[config.mk]
export PLATFORM = sky130hd
export DESIGN_NAME = term_char_writer
export DESIGN_NICKNAME = d
export VERILOG_FILES = /design/src/rtl/term_char_writer.sv
export SDC_FILE = /design/constraint.sdc
export NUM_CORES = 1
export LEC_CHECK = 0
export ABC_CLOCK_PERIOD_IN_PS = 2700
export CAP_MARGIN = 25
export CORE_MARGIN = 3
export CORE_UTILIZATION = 49
export CTS_CLUSTER_DIAMETER = 60
export DETAILED_ROUTE_END_ITERATION = 16
export GPL_ROUTABILITY_DRIVEN = 0
export PLACE_DENSITY = 0.79
export SYNTH_ARGS = -nofsm -noshare
export SYNTH_HDL_FRONTEND = slang
export SYNTH_SLANG_ARGS = --single-unit
[constraint.sdc]
create_clock -name CLK_I -period 2.7 [get_ports CLK_I]
set_clock_uncertainty 0.05 [all_clocks]
set_input_delay 0.27 -clock CLK_I [delete_from_list [all_inputs] [get_ports CLK_I]]
set_output_delay 0.27 -clock CLK_I [all_outputs]
set_load 0.02 [all_outputs]
[src/rtl/term_char_writer.sv]
// term_char_writer: byte-stream command sequencer driving the VGA char terminal write port
module term_char_writer #(
  parameter int COLS = 80,
  parameter int ROWS = 30,
  parameter int TABW = 8,
  parameter logic [7:0] FILL = 8'h20
) (
  input  logic       CLK_I,
  input  logic       RST_I,
  input  logic [7:0] in_data,
  input  logic       in_valid,
  output logic       in_ready,
  output logic       busy,
  output logic [7:0] data,
  output logic       dstrobe,
  output logic [1:0] dtype,
  output logic [4:0] cur_row,
  output logic [6:0] cur_col
);
  typedef enum logic [3:0] {
    INIT_ROW, INIT_COL, IDLE, PUT, WRAP_ROW, SET_COL, SET_ROW, BS_COL1,
    BS_CHAR, BS_COL2, TAB, CLR_ROW, CLR_COL, CLR_CHAR, CLR_HOME_ROW, CLR_HOME_COL
  } state_t;
  localparam logic [1:0] T_CHAR = 2'd0;
  localparam logic [1:0] T_COL = 2'd1;
  localparam logic [1:0] T_ROW = 2'd2;
  state_t state;
  logic [4:0] clr_row, nrow;
  logic [6:0] clr_col, ncol;
  logic last_col, printable;
  always_comb begin
    last_col = cur_col == 7'(COLS - 1);
    nrow = cur_row == 5'(ROWS - 1) ? 5'd0 : cur_row + 5'd1;
    ncol = last_col ? 7'd0 : cur_col + 7'd1;
    printable = in_data >= 8'h20 && in_data != 8'h7f;
  end
  assign in_ready = state == IDLE && !RST_I;
  task automatic emit(input logic [1:0] t, input logic [7:0] d);
    dstrobe <= 1'b1;
    dtype <= t;
    data <= d;
  endtask
  task automatic go(input state_t s);
    state <= s;
    busy <= s != IDLE;
  endtask
  always_ff @(posedge CLK_I) begin
    if (RST_I) begin
      state <= INIT_ROW;
      busy <= 1'b1;
      dstrobe <= 1'b0;
      dtype <= T_CHAR;
      data <= 8'h00;
      cur_row <= 5'd0;
      cur_col <= 7'd0;
      clr_row <= 5'd0;
      clr_col <= 7'd0;
    end else begin
      dstrobe <= 1'b0;
      case (state)
        INIT_ROW: begin emit(T_ROW, 8'h00); go(INIT_COL); end
        INIT_COL: begin emit(T_COL, 8'h00); go(IDLE); end
        IDLE: if (in_valid) begin
          if (printable) begin
            emit(T_CHAR, in_data); cur_col <= ncol; go(PUT);
          end else if (in_data == 8'h0d) begin
            emit(T_COL, 8'h00); cur_col <= 7'd0; go(SET_COL);
          end else if (in_data == 8'h0a) begin
            emit(T_ROW, {3'b0, nrow}); cur_row <= nrow; go(SET_ROW);
          end else if (in_data == 8'h08 && cur_col != 7'd0) begin
            emit(T_COL, {1'b0, cur_col - 7'd1}); cur_col <= cur_col - 7'd1; go(BS_COL1);
          end else if (in_data == 8'h09) begin
            emit(T_CHAR, FILL); cur_col <= ncol; go(TAB);
          end else if (in_data == 8'h0c) begin
            emit(T_ROW, 8'h00); cur_row <= 5'd0; clr_row <= 5'd0; go(CLR_ROW);
          end
        end
        PUT, TAB: begin
          if (cur_col == 7'd0) begin
            emit(T_ROW, {3'b0, nrow}); cur_row <= nrow; go(WRAP_ROW);
          end else if (state == PUT || (cur_col & 7'(TABW - 1)) == 7'd0) begin
            go(IDLE);
          end else begin
            emit(T_CHAR, FILL); cur_col <= ncol;
          end
        end
        BS_COL1: begin emit(T_CHAR, FILL); go(BS_CHAR); end
        BS_CHAR: begin emit(T_COL, {1'b0, cur_col}); go(BS_COL2); end
        CLR_ROW: begin emit(T_COL, 8'h00); cur_col <= 7'd0; go(CLR_COL); end
        CLR_COL: begin emit(T_CHAR, FILL); clr_col <= 7'd0; go(CLR_CHAR); end
        CLR_CHAR: begin
          if (clr_col != 7'(COLS - 1)) begin
            emit(T_CHAR, FILL); clr_col <= clr_col + 7'd1;
          end else if (clr_row == 5'(ROWS - 1)) begin
            emit(T_ROW, 8'h00); cur_row <= 5'd0; go(CLR_HOME_ROW);
          end else begin
            emit(T_ROW, {3'b0, clr_row + 5'd1}); cur_row <= clr_row + 5'd1;
            clr_row <= clr_row + 5'd1; go(CLR_ROW);
          end
        end
        CLR_HOME_ROW: begin emit(T_COL, 8'h00); cur_col <= 7'd0; go(CLR_HOME_COL); end
        default: go(IDLE);
      endcase
    end
  end
endmodule

### After elaboration in Yosys (flattened, before gate mapping)

Cells that the tools add are included.

* add/sub/neg operators: 5
* magnitude comparators: 1
* equality and inequality tests: 41
* muxes and demuxes: 87
* reduce and logical (&&, ||, !) cells: 29

Operators with widths (number)
* 5-bit two-way mux: 18
* 8-bit two-way mux: 9
* 7-bit two-way mux: 10
* 8-bit case mux with 6 select lines: 1
* 8-bit by 4-bit equality test with 1-bit output (second input constant): 5
* 4-bit two-way mux: 10
* 4-bit case mux with 9 select lines: 1
* 4-bit equality test (second input constant): 6
* 2-bit inequality test (second input constant): 12
* 7-bit case mux with 3 select lines: 1
* 2-bit two-way mux: 10
* 1-bit two-way mux: 19
* 5-bit case mux with 3 select lines: 1
* 7-bit by 1-bit adder with 7-bit output (second input constant): 2
* 7-bit zero test: 2
* 7-bit case mux with 2 select lines: 1
* 3-bit inequality test (second input constant): 4
* 2-bit case mux with 6 select lines: 1
* 4-bit AND reduction: 3
* 6-bit nonzero test: 2
* 5-bit by 1-bit adder with 5-bit output (second input constant): 2
* 5-bit equality test (second input constant): 2
* 5-bit case mux with 2 select lines: 1
* 10-bit AND reduction: 1
* 31 further kinds: 39

* register bits: 40
* input bits: 11
* output and inout bits: 25
* logic and storage cells: 172

### Longest topological paths before layout

Gate-level depths: netlist of the first run.

* depth after elaboration: 9
* mapped depth: 9

### Least setup slack after synthesis of the first run

OpenSTA, ideal clock, no wires.

* kind: reg2reg
* from: reg cur_col[0]
* to: reg cur_col[2]
* library setup time: 0.126 ns
* arrival: 2.098 ns
* required time: 2.524 ns
* setup slack: 0.426 ns
* cell stages (with the launch flop): 9
* path buffers: 0
* clock period less this slack: 2.274 ns
* cells stage by stage: dfxtp_1 inv_1 ha_1 nor2b_1 a211oi_1 nand2_2 mux2i_1 mux2i_1 a211oi_1

* word-level cells in the longest chain between the ends: 9
* elaborated cells between the ends (all ways): 22
* classes of those cells: add/sub (2); eq/ne (4); mux (10); reduce/logical (6)

Ends and longest elaborated chain
* from (decl): RTL line 18 `output logic [6:0] cur_col`
* from (signal assigned): RTL line 65 `emit(T_CHAR, in_data); cur_col <= ncol; go(PUT);`
* from (signal assigned): RTL line 71 `emit(T_COL, {1'b0, cur_col - 7'd1}); cur_col <= cur_col - 7'd1; go(BS_COL1);`
* from (signal assigned): RTL line 73 `emit(T_CHAR, FILL); cur_col <= ncol; go(TAB);`
* 7-bit by 1-bit adder with 7-bit output or 7-bit equality test (tied branches): RTL line 34, 32
* 7-bit two-way mux: RTL line 34 `ncol = last_col ? 7'd0 : cur_col + 7'd1;`
* 7-bit two-way mux: RTL line 72 `end else if (in_data == 8'h09) begin`
* 7-bit two-way mux: RTL line 70 `end else if (in_data == 8'h08 && cur_col != 7'd0) begin`
* 7-bit two-way mux: RTL line 68 `end else if (in_data == 8'h0a) begin`
* 7-bit two-way mux: RTL line 66 `end else if (in_data == 8'h0d) begin`
* 7-bit two-way mux: RTL line 64 `if (printable) begin`
* 7-bit two-way mux: RTL line 63 `IDLE: if (in_valid) begin`
* 7-bit case mux with 3 select lines: RTL line 60 `case (state)`

Parallel ways exist; a longest one is shown, timed or not. The select of a mux whose other input is x is not followed.
A chain may end at the register's enable or synchronous reset.

### Worst setup path after layout of the first run

* from: reg cur_col[0]
* to: reg dtype[1]

* word-level cells in the longest chain between the ends: 8
* elaborated cells between the ends (all ways): 15
* classes of those cells: eq/ne (2); mux (7); reduce/logical (6)

Ends and longest elaborated chain
* 7-bit nonzero test: RTL line 70
* 1-bit logical AND: RTL line 70
* 2-bit two-way mux: RTL line 70
* 2-bit two-way mux: RTL line 68
* 2-bit two-way mux: RTL line 66
* 2-bit two-way mux: RTL line 64
* 2-bit two-way mux: RTL line 63
* 2-bit case mux with 6 select lines: RTL line 60
* to (signal assigned): RTL line 52 `dtype <= T_CHAR;`
* to (decl): RTL line 16 `output logic [1:0] dtype,`

Parallel ways exist; a longest one is shown, timed or not. The select of a mux whose other input is x is not followed.

==> flow_metrics.py, run 1 <==
metrics = {
    "worst_setup_path": {
        "worstPathCellList": "inv_1, ha_1, nor2b_1, nand2_1, a221oi_1, and3_1, o41ai_1, buf_4, a21oi_1",
        "critPathLaunchType": "flip-flop",
        "worst_r2r_startpoint": "cur_col[0]",
        "crit_fanout": 4,
        "slowest_delay_ns": 0.51,
        "reg2reg_depth": 9,
        "cp.required_ns": 2.89,
        "critPathTopFamily": "simple AND/OR/NAND/NOR gates",
        "crit_slowest_cell": "a221oi_1",
        "worstSetupPathType": "reg2reg",
        "endpoint_kind": "flip-flop",
        "worstReg2RegEnd": "dtype[1]",
        "cp_data_arrival_time_ns": 2.84,
        "r2r_setup_slack_ns": 0.04,
        "cp.buffers_inverters": 2,
    },
    "sta": {
        "setup_viol": 0,
        "drv_slew": 0,
        "hold_viol_final": 0,
        "holdWs_ns": 0.411,
        "worst_pin_slew_ns": 0.663,
        "layout_min_cycle_time_ns": 2.66,
        "rsz0062_at_grt": "no",
        "maxSlewHeadroom_pct": 55.8,
        "fmax_ghz": 0.377,
        "post-route-period-util_pct": 98.4,
    },
    "detailed_routing": {
        "vias": 3851,
        "routedWlPerCell_um": 17.3,
        "drt_iter0_markers": 477,
        "dr.pass1.iters": 5,
        "avgViaCountPerCell": 6.33,
        "totalWireLength_um": 10500,
        "drc_errors": 0,
        "ant_nets": 0,
    },
    "job": {
        "drv_cap": 0,
    },
    "global_route": {
        "grt_start_max_net_pins": 37,
        "grt_pass1_vias": 3421,
        "grt_overflow": 0,
        "antenna_found_initial": 0,
        "grt_use_total_pct": 24.8,
        "grt_first_pass_wirelength_um": 16900,
    },
    "pwr": {
        "clkPwrFrac_pct": 17.2,
        "max-vdd-ir-drop_mv": 0.458,
        "switching_share_pct": 44.7,
        "comb_power_share_pct": 59.2,
        "p_per_area_nw_per_um2": 764,
        "seq_power_share_pct": 23.6,
        "switchingPower_mw": 1.41,
        "power.leakage_nw": 1.55,
        "power.internal_mw": 1.74,
    },
    "synth": {
        "synthCells": 468,
        "synth_edf_count": 0,
        "synth-seq-cells": 40,
        "netlist.area_leader.share_pct": 23.0,
        "yosysWarnings": 0,
        "synth_nets": 487,
        "synth_area_leader_cell": "dfxtp_1",
        "synth_area_leaders": "dfxtp_1, nor2_1, a21oi_1",
        "synthFlopType": "dfxtp_1",
        "synth_cell_type_count": 70,
        "netlist_area_um2": 3480,
        "synth_seq_area_share_pct": 23.0,
        "synthArstFlopShare_pct": 0,
        "synth.avg_cell_area_um2": 7.44,
    },
    "min_path": {
        "hp-start": "data[2]",
        "hold_depth": 2,
        "hold_class": "reg2reg",
        "hold_path_end": "data[2]",
    },
    "placed_design": {
        "place_hpwl_um": 7740,
        "io_buffers": 35,
        "dp.cells": 600,
    },
    "floorplanning": {
        "dieWidth_um": 90.3,
        "die_h_um": 90.3,
        "die-area_um2": 8150,
        "core.rowCount": 30,
        "initial_core_util_pct": 50.9,
        "core_area_um2": 6830,
        "boundaryPins": 36,
    },
    "clock_network": {
        "post_cts_buffers": 0,
        "cts_root_buf": "clkbuf_8",
        "cts_buffer_depth": 2,
        "clk_latency_ns": 0.31,
        "clk_pin_slew_ns": 0.08,
        "htreeDepth": 2,
        "cts_tree": "yes",
        "post_cts_resized": 0,
        "cts_made_buffers": 5,
        "cts-hold-fix-buffers": 0,
        "numClockSinks": 40,
    },
    "final_layout": {
        "area_growth_pct": 18.2,
        "final_layout_size_suffix_gt1_share_pct": 11.1,
        "layout.nets": 530,
        "diodes": 0,
        "final_cells": 608,
    },
    "run_status": {
        "status": "finished, final reports clean",
    },
}
[cells in the mapped netlist, types with 5 or more instances]
| cell type | count |
|---|---|
| nor2_1 | 58 |
| o22ai_1 | 7 |
| nand2_1 | 39 |
| clkbuf_1 | 15 |
| xor2_1 | 9 |
| o211ai_1 | 8 |
| xnor2_1 | 10 |
| a21o_1 | 5 |
| o31ai_1 | 5 |
| inv_1 | 11 |
| a211oi_1 | 8 |
| mux2i_1 | 10 |
| nand3_1 | 22 |
| a21oi_1 | 36 |
| nor4_1 | 7 |
| a22oi_1 | 6 |
| o21ai_0 | 25 |
| buf_6 | 10 |
| and3_1 | 5 |
| dfxtp_1 | 40 |
| or3_1 | 11 |
| nor3_1 | 14 |
| ha_1 | 8 |
| nand2b_1 | 14 |
| nor2b_1 | 6 |
[worst min-delay path, cell delays in order (launching register included)]
cell and delay, ns:
dfxtp_1 0.32, nand2_1 0.05, a21oi_1 0.05
[worst max path at each step]
stage	startpoint	end	slack [ns]	cells after the start
2_1_floorplan	cur_col[0]	cur_col[2]	0.43	8
3_3_place_gp	in_data[3]	dtype[1]	-0.03	8
3_5_place_dp	in_data[3]	dtype[1]	-0.02	8
4_1_cts	cur_col[0]	dtype[1]	0.18	9
5_1_grt	cur_col[0]	dtype[1]	0.006	9
6_report	cur_col[0]	dtype[1]	0.04	9
[state kept, by name, summed over array words and instances (netlist names), 2 cells and up]
| register | cells |
|---|---|
| data | 8 |
| dtype | 2 |
| clr_col | 7 |
| state | 4 |
| clr_row | 5 |
| cur_row | 5 |
| cur_col | 7 |
[stage by stage]
step	TNS, ns	power, mW	utilization, %	setup WS (ns)	area [um2]
2_1_floorplan	0	1.99	-	0.426	3480
3_3_place_gp	-0.0325	2.53	58.4	-0.0325	3990
3_5_place_dp	-0.0241	2.56	58.4	-0.0241	3990
4_1_cts	0	3.10	60.2	0.181	4110
5_1_grt	0	3.31	60.2	0.00639	4110
6_report	0	3.14	60.2	0.0445	4110
[layout make-up]
cell class	count	area (um2)
Sequential cell	40	801
Fill cell	621	2720
Clock inverter	2	38.8
Multi-Input combinational cell	385	2420
Timing Repair Buffer	68	611
Clock buffer	6	82.6
Inverter	11	41.3
Tap cell	96	120
[logic make-up after synthesis]
| kind of cell | share of synthesized area (%) |
|---|---|
| flip-flops | 23.0 |
| adder cells (fa/ha/maj) | 2.88 |
| multiplexers | 2.88 |
| AND/OR/NAND/NOR | 32.1 |
| buffers and inverters | 7.44 |
| AO/OA/AOI/OAI | 26.9 |
| XOR/XNOR | 4.78 |
[cells in the final DEF, fill, tap and decap left out, drive strengths merged, types with 3 or more instances in the layout]
master | netlist | layout
a211oi | 11 | 11
a21o | 5 | 5
a21oi | 36 | 36
a221oi | 4 | 4
a22oi | 6 | 6
a31oi | 3 | 3
and2 | 4 | 4
and3 | 5 | 5
and4 | 4 | 4
and4b | 3 | 3
buf | 16 | 33
clkbuf | 15 | 6
clkdlybuf4s50 | 0 | 35
dfxtp | 40 | 40
ha | 8 | 8
inv | 11 | 11
mux2i | 10 | 10
nand2 | 40 | 40
nand2b | 14 | 14
nand3 | 23 | 23
nor2 | 58 | 58
nor2b | 6 | 6
nor3 | 14 | 14
nor3b | 3 | 3
nor4 | 9 | 9
o2111ai | 4 | 4
o211ai | 8 | 8
o21ai | 25 | 25
o22ai | 7 | 7
o31ai | 5 | 5
or3 | 12 | 12
or4 | 4 | 4
xnor2 | 10 | 10
xor2 | 9 | 9
[per-layer routing]
layer	global-route usage, %	share of wire (%)	vias to the layer above
met1	33.2	42	1744
li1	-	-	1826
met3	4.00	8.8	39
met4	8.93	2.9	0
met2	40.3	46	242
met5	0	0	-
[power by group through the flow]
stage,clock [mW],combinational (mW),sequential (mW)
after global routing,0.559,2.00,0.751
after CTS,0.539,1.82,0.742
after detailed placement,0,1.80,0.755
after global placement,0,1.78,0.751
after floorplan,0,1.13,0.862
final,0.541,1.86,0.742
Note: power is estimated with default switching activity, not from simulation.
==> inputs of run 2 (changes only) <==
--- a/config.mk
+++ b/config.mk
@@ -7,7 +7,6 @@
 export LEC_CHECK = 0
 export ABC_CLOCK_PERIOD_IN_PS = 2700
 export CAP_MARGIN = 25
-export CORE_MARGIN = 3
 export CORE_UTILIZATION = 49
 export CTS_CLUSTER_DIAMETER = 60
 export DETAILED_ROUTE_END_ITERATION = 16
@@ -16,3 +15,4 @@
 export SYNTH_ARGS = -nofsm -noshare
 export SYNTH_HDL_FRONTEND = slang
 export SYNTH_SLANG_ARGS = --single-unit
+export TNS_END_PERCENT = 50
==> flow_metrics.py, run 2 (synthesis gave the netlist of run 1 again) <==
metrics = {
    "worst_setup_path": {
        "worstPathCellList": "clkdlybuf4s50_1, or4b_1, a311oi_1, buf_4, nor4_1, o41ai_1, buf_4, a21oi_1",
        "endpoint_kind": "flip-flop",
        "cp.required_ns": 2.83,
        "critPathMostFrequentCell": "buf_4",
        "crit_slowest_cell": "o41ai_1",
        "worstSetupPathType": "in2reg",
        "critPathLaunchType": "input pin",
        "cp_data_arrival_time_ns": 2.62,
        "crit_fanout": 5,
        "slowest_delay_ns": 0.56,
    },
    "sta": {
        "layout_min_cycle_time_ns": 2.49,
        "post-route-period-util_pct": 92.3,
        "setup_viol": 0,
        "worst_pin_slew_ns": 0.576,
        "rsz0062_at_grt": "no",
        "maxSlewHeadroom_pct": 61.6,
        "holdWs_ns": 0.405,
        "drv_slew": 0,
        "fmax_ghz": 0.401,
        "fin_ws_ns": 0.208,
        "hold_viol_final": 0,
    },
    "floorplanning": {
        "core_area_um2": 6830,
        "die_h_um": 86.3,
        "boundaryPins": 36,
        "die-area_um2": 7440,
        "core.rowCount": 30,
        "initial_core_util_pct": 50.9,
        "dieWidth_um": 86.3,
    },
    "clock_network": {
        "clk_latency_ns": 0.30,
        "post_cts_resized": 0,
        "clk_pin_slew_ns": 0.09,
        "cts_made_buffers": 5,
        "cts_root_buf": "clkbuf_8",
        "htreeDepth": 2,
        "cts_tree": "yes",
        "numClockSinks": 40,
        "cts_buffer_depth": 2,
        "post_cts_buffers": 0,
        "cts-hold-fix-buffers": 0,
    },
    "final_layout": {
        "layout.nets": 532,
        "multi_input_area_um2": 2420,
        "final_common_cell": "nor2_1",
        "final_cells": 610,
        "area_growth_pct": 18.7,
        "top_regs": "data (8), clr_col (7), cur_col (7)",
        "regMostFlops": "data",
        "final_layout_size_suffix_gt1_share_pct": 11.5,
        "seqCellArea_um2": 801,
        "fill_cells": 635,
        "largest_register_ffs": 8,
        "final_cell_mix": "nor2_1, dfxtp_1, nand2_1, a21oi_1, clkdlybuf4s50_1",
        "diodes": 0,
    },
    "global_route": {
        "grt_overflow": 0,
        "grt_pass1_vias": 3438,
        "grt_use_total_pct": 28.2,
        "grt_first_pass_wirelength_um": 16700,
        "grt_start_max_net_pins": 38,
        "antenna_found_initial": 0,
    },
    "pwr": {
        "power.leakage_nw": 1.56,
        "p_per_area_nw_per_um2": 762,
        "power_mw": 3.15,
        "max-vdd-ir-drop_mv": 0.401,
    },
    "placed_design": {
        "place_hpwl_um": 7590,
        "dp.cells": 602,
        "io_buffers": 35,
        "post-place-ws_ns": -0.0998,
    },
    "detailed_routing": {
        "routedWlPerCell_um": 16.8,
        "totalWireLength_um": 10300,
        "vias": 3802,
        "drc_errors": 0,
        "avgViaCountPerCell": 6.23,
        "drt_iter0_markers": 427,
        "ant_nets": 0,
        "dr.pass1.iters": 7,
    },
    "run_status": {
        "status": "finished, final reports clean",
    },
    "job": {
        "drv_cap": 0,
    },
    "min_path": {
        "hold_class": "reg2reg",
    },
}
-- run 2: worst paths after layout --
check / slack [ns] / end / startpoint / cells past startpoint
worst max-delay path: 0.21 / dtype[1] / in_data[2] / 8
worst min-delay path: 0.41 / data[2] / data[2] / 2
worst max register to register: 0.21 / dtype[1] / cur_col[0] / 9
worst min register to register: 0.41 / data[2] / data[2] / 2
-- run 2: final cells by class --
type | count | area share, %
repair buffers | 70 | 15.2
clock buffers | 6 | 2.00
inverters | 11 | 1.00
clock inverters | 2 | 0.939
multi-input cells | 385 | 58.6
flip-flops and latches | 40 | 19.4
well taps | 96 | 2.91
-- run 2: layer usage --
layer | track usage [%] | part of all wire, % | vias to the layer above
met5 | 0 | 0 | -
met4 | 11.7 | 3.3 | 0
met3 | 4.10 | 8.2 | 36
met2 | 44.4 | 45 | 186
met1 | 38.4 | 43 | 1758
li1 | - | - | 1822
-- run 2: power breakdown --
part	internal, mW	switching, mW
sequential	0.686	0.0590
clock	0.303	0.239
combinational	0.763	1.10
-- run 2: per-stage QoR --
step / cell area, um2 / util (%) / setup TNS, ns
after floorplan: 3480 / - / 0
after global placement: 4010 / 58.7 / -0.162
after CTS: 4130 / 60.4 / 0
final: 4130 / 60.4 / 0
after detailed placement: 4010 / 58.7 / -0.0998
after global routing: 4130 / 60.4 / 0
-- run 2: critical path: cells and delay by family --
kind                   cells  cell delay, ns
buffers and inverters      3            0.85
and+or+nand+nor            2            0.60
AOI/OAI and AO/OA          3            0.89
==> inputs of run 3 (changes only) <==
--- a/config.mk
+++ b/config.mk
@@ -5,8 +5,6 @@
 export SDC_FILE = /design/constraint.sdc
 export NUM_CORES = 1
 export LEC_CHECK = 0
-export ABC_CLOCK_PERIOD_IN_PS = 2700
-export CAP_MARGIN = 25
 export CORE_UTILIZATION = 49
 export CTS_CLUSTER_DIAMETER = 60
 export DETAILED_ROUTE_END_ITERATION = 16
==> results of run 3 <==
No change in the layout: final DEF, timing and power equal those of run 2.
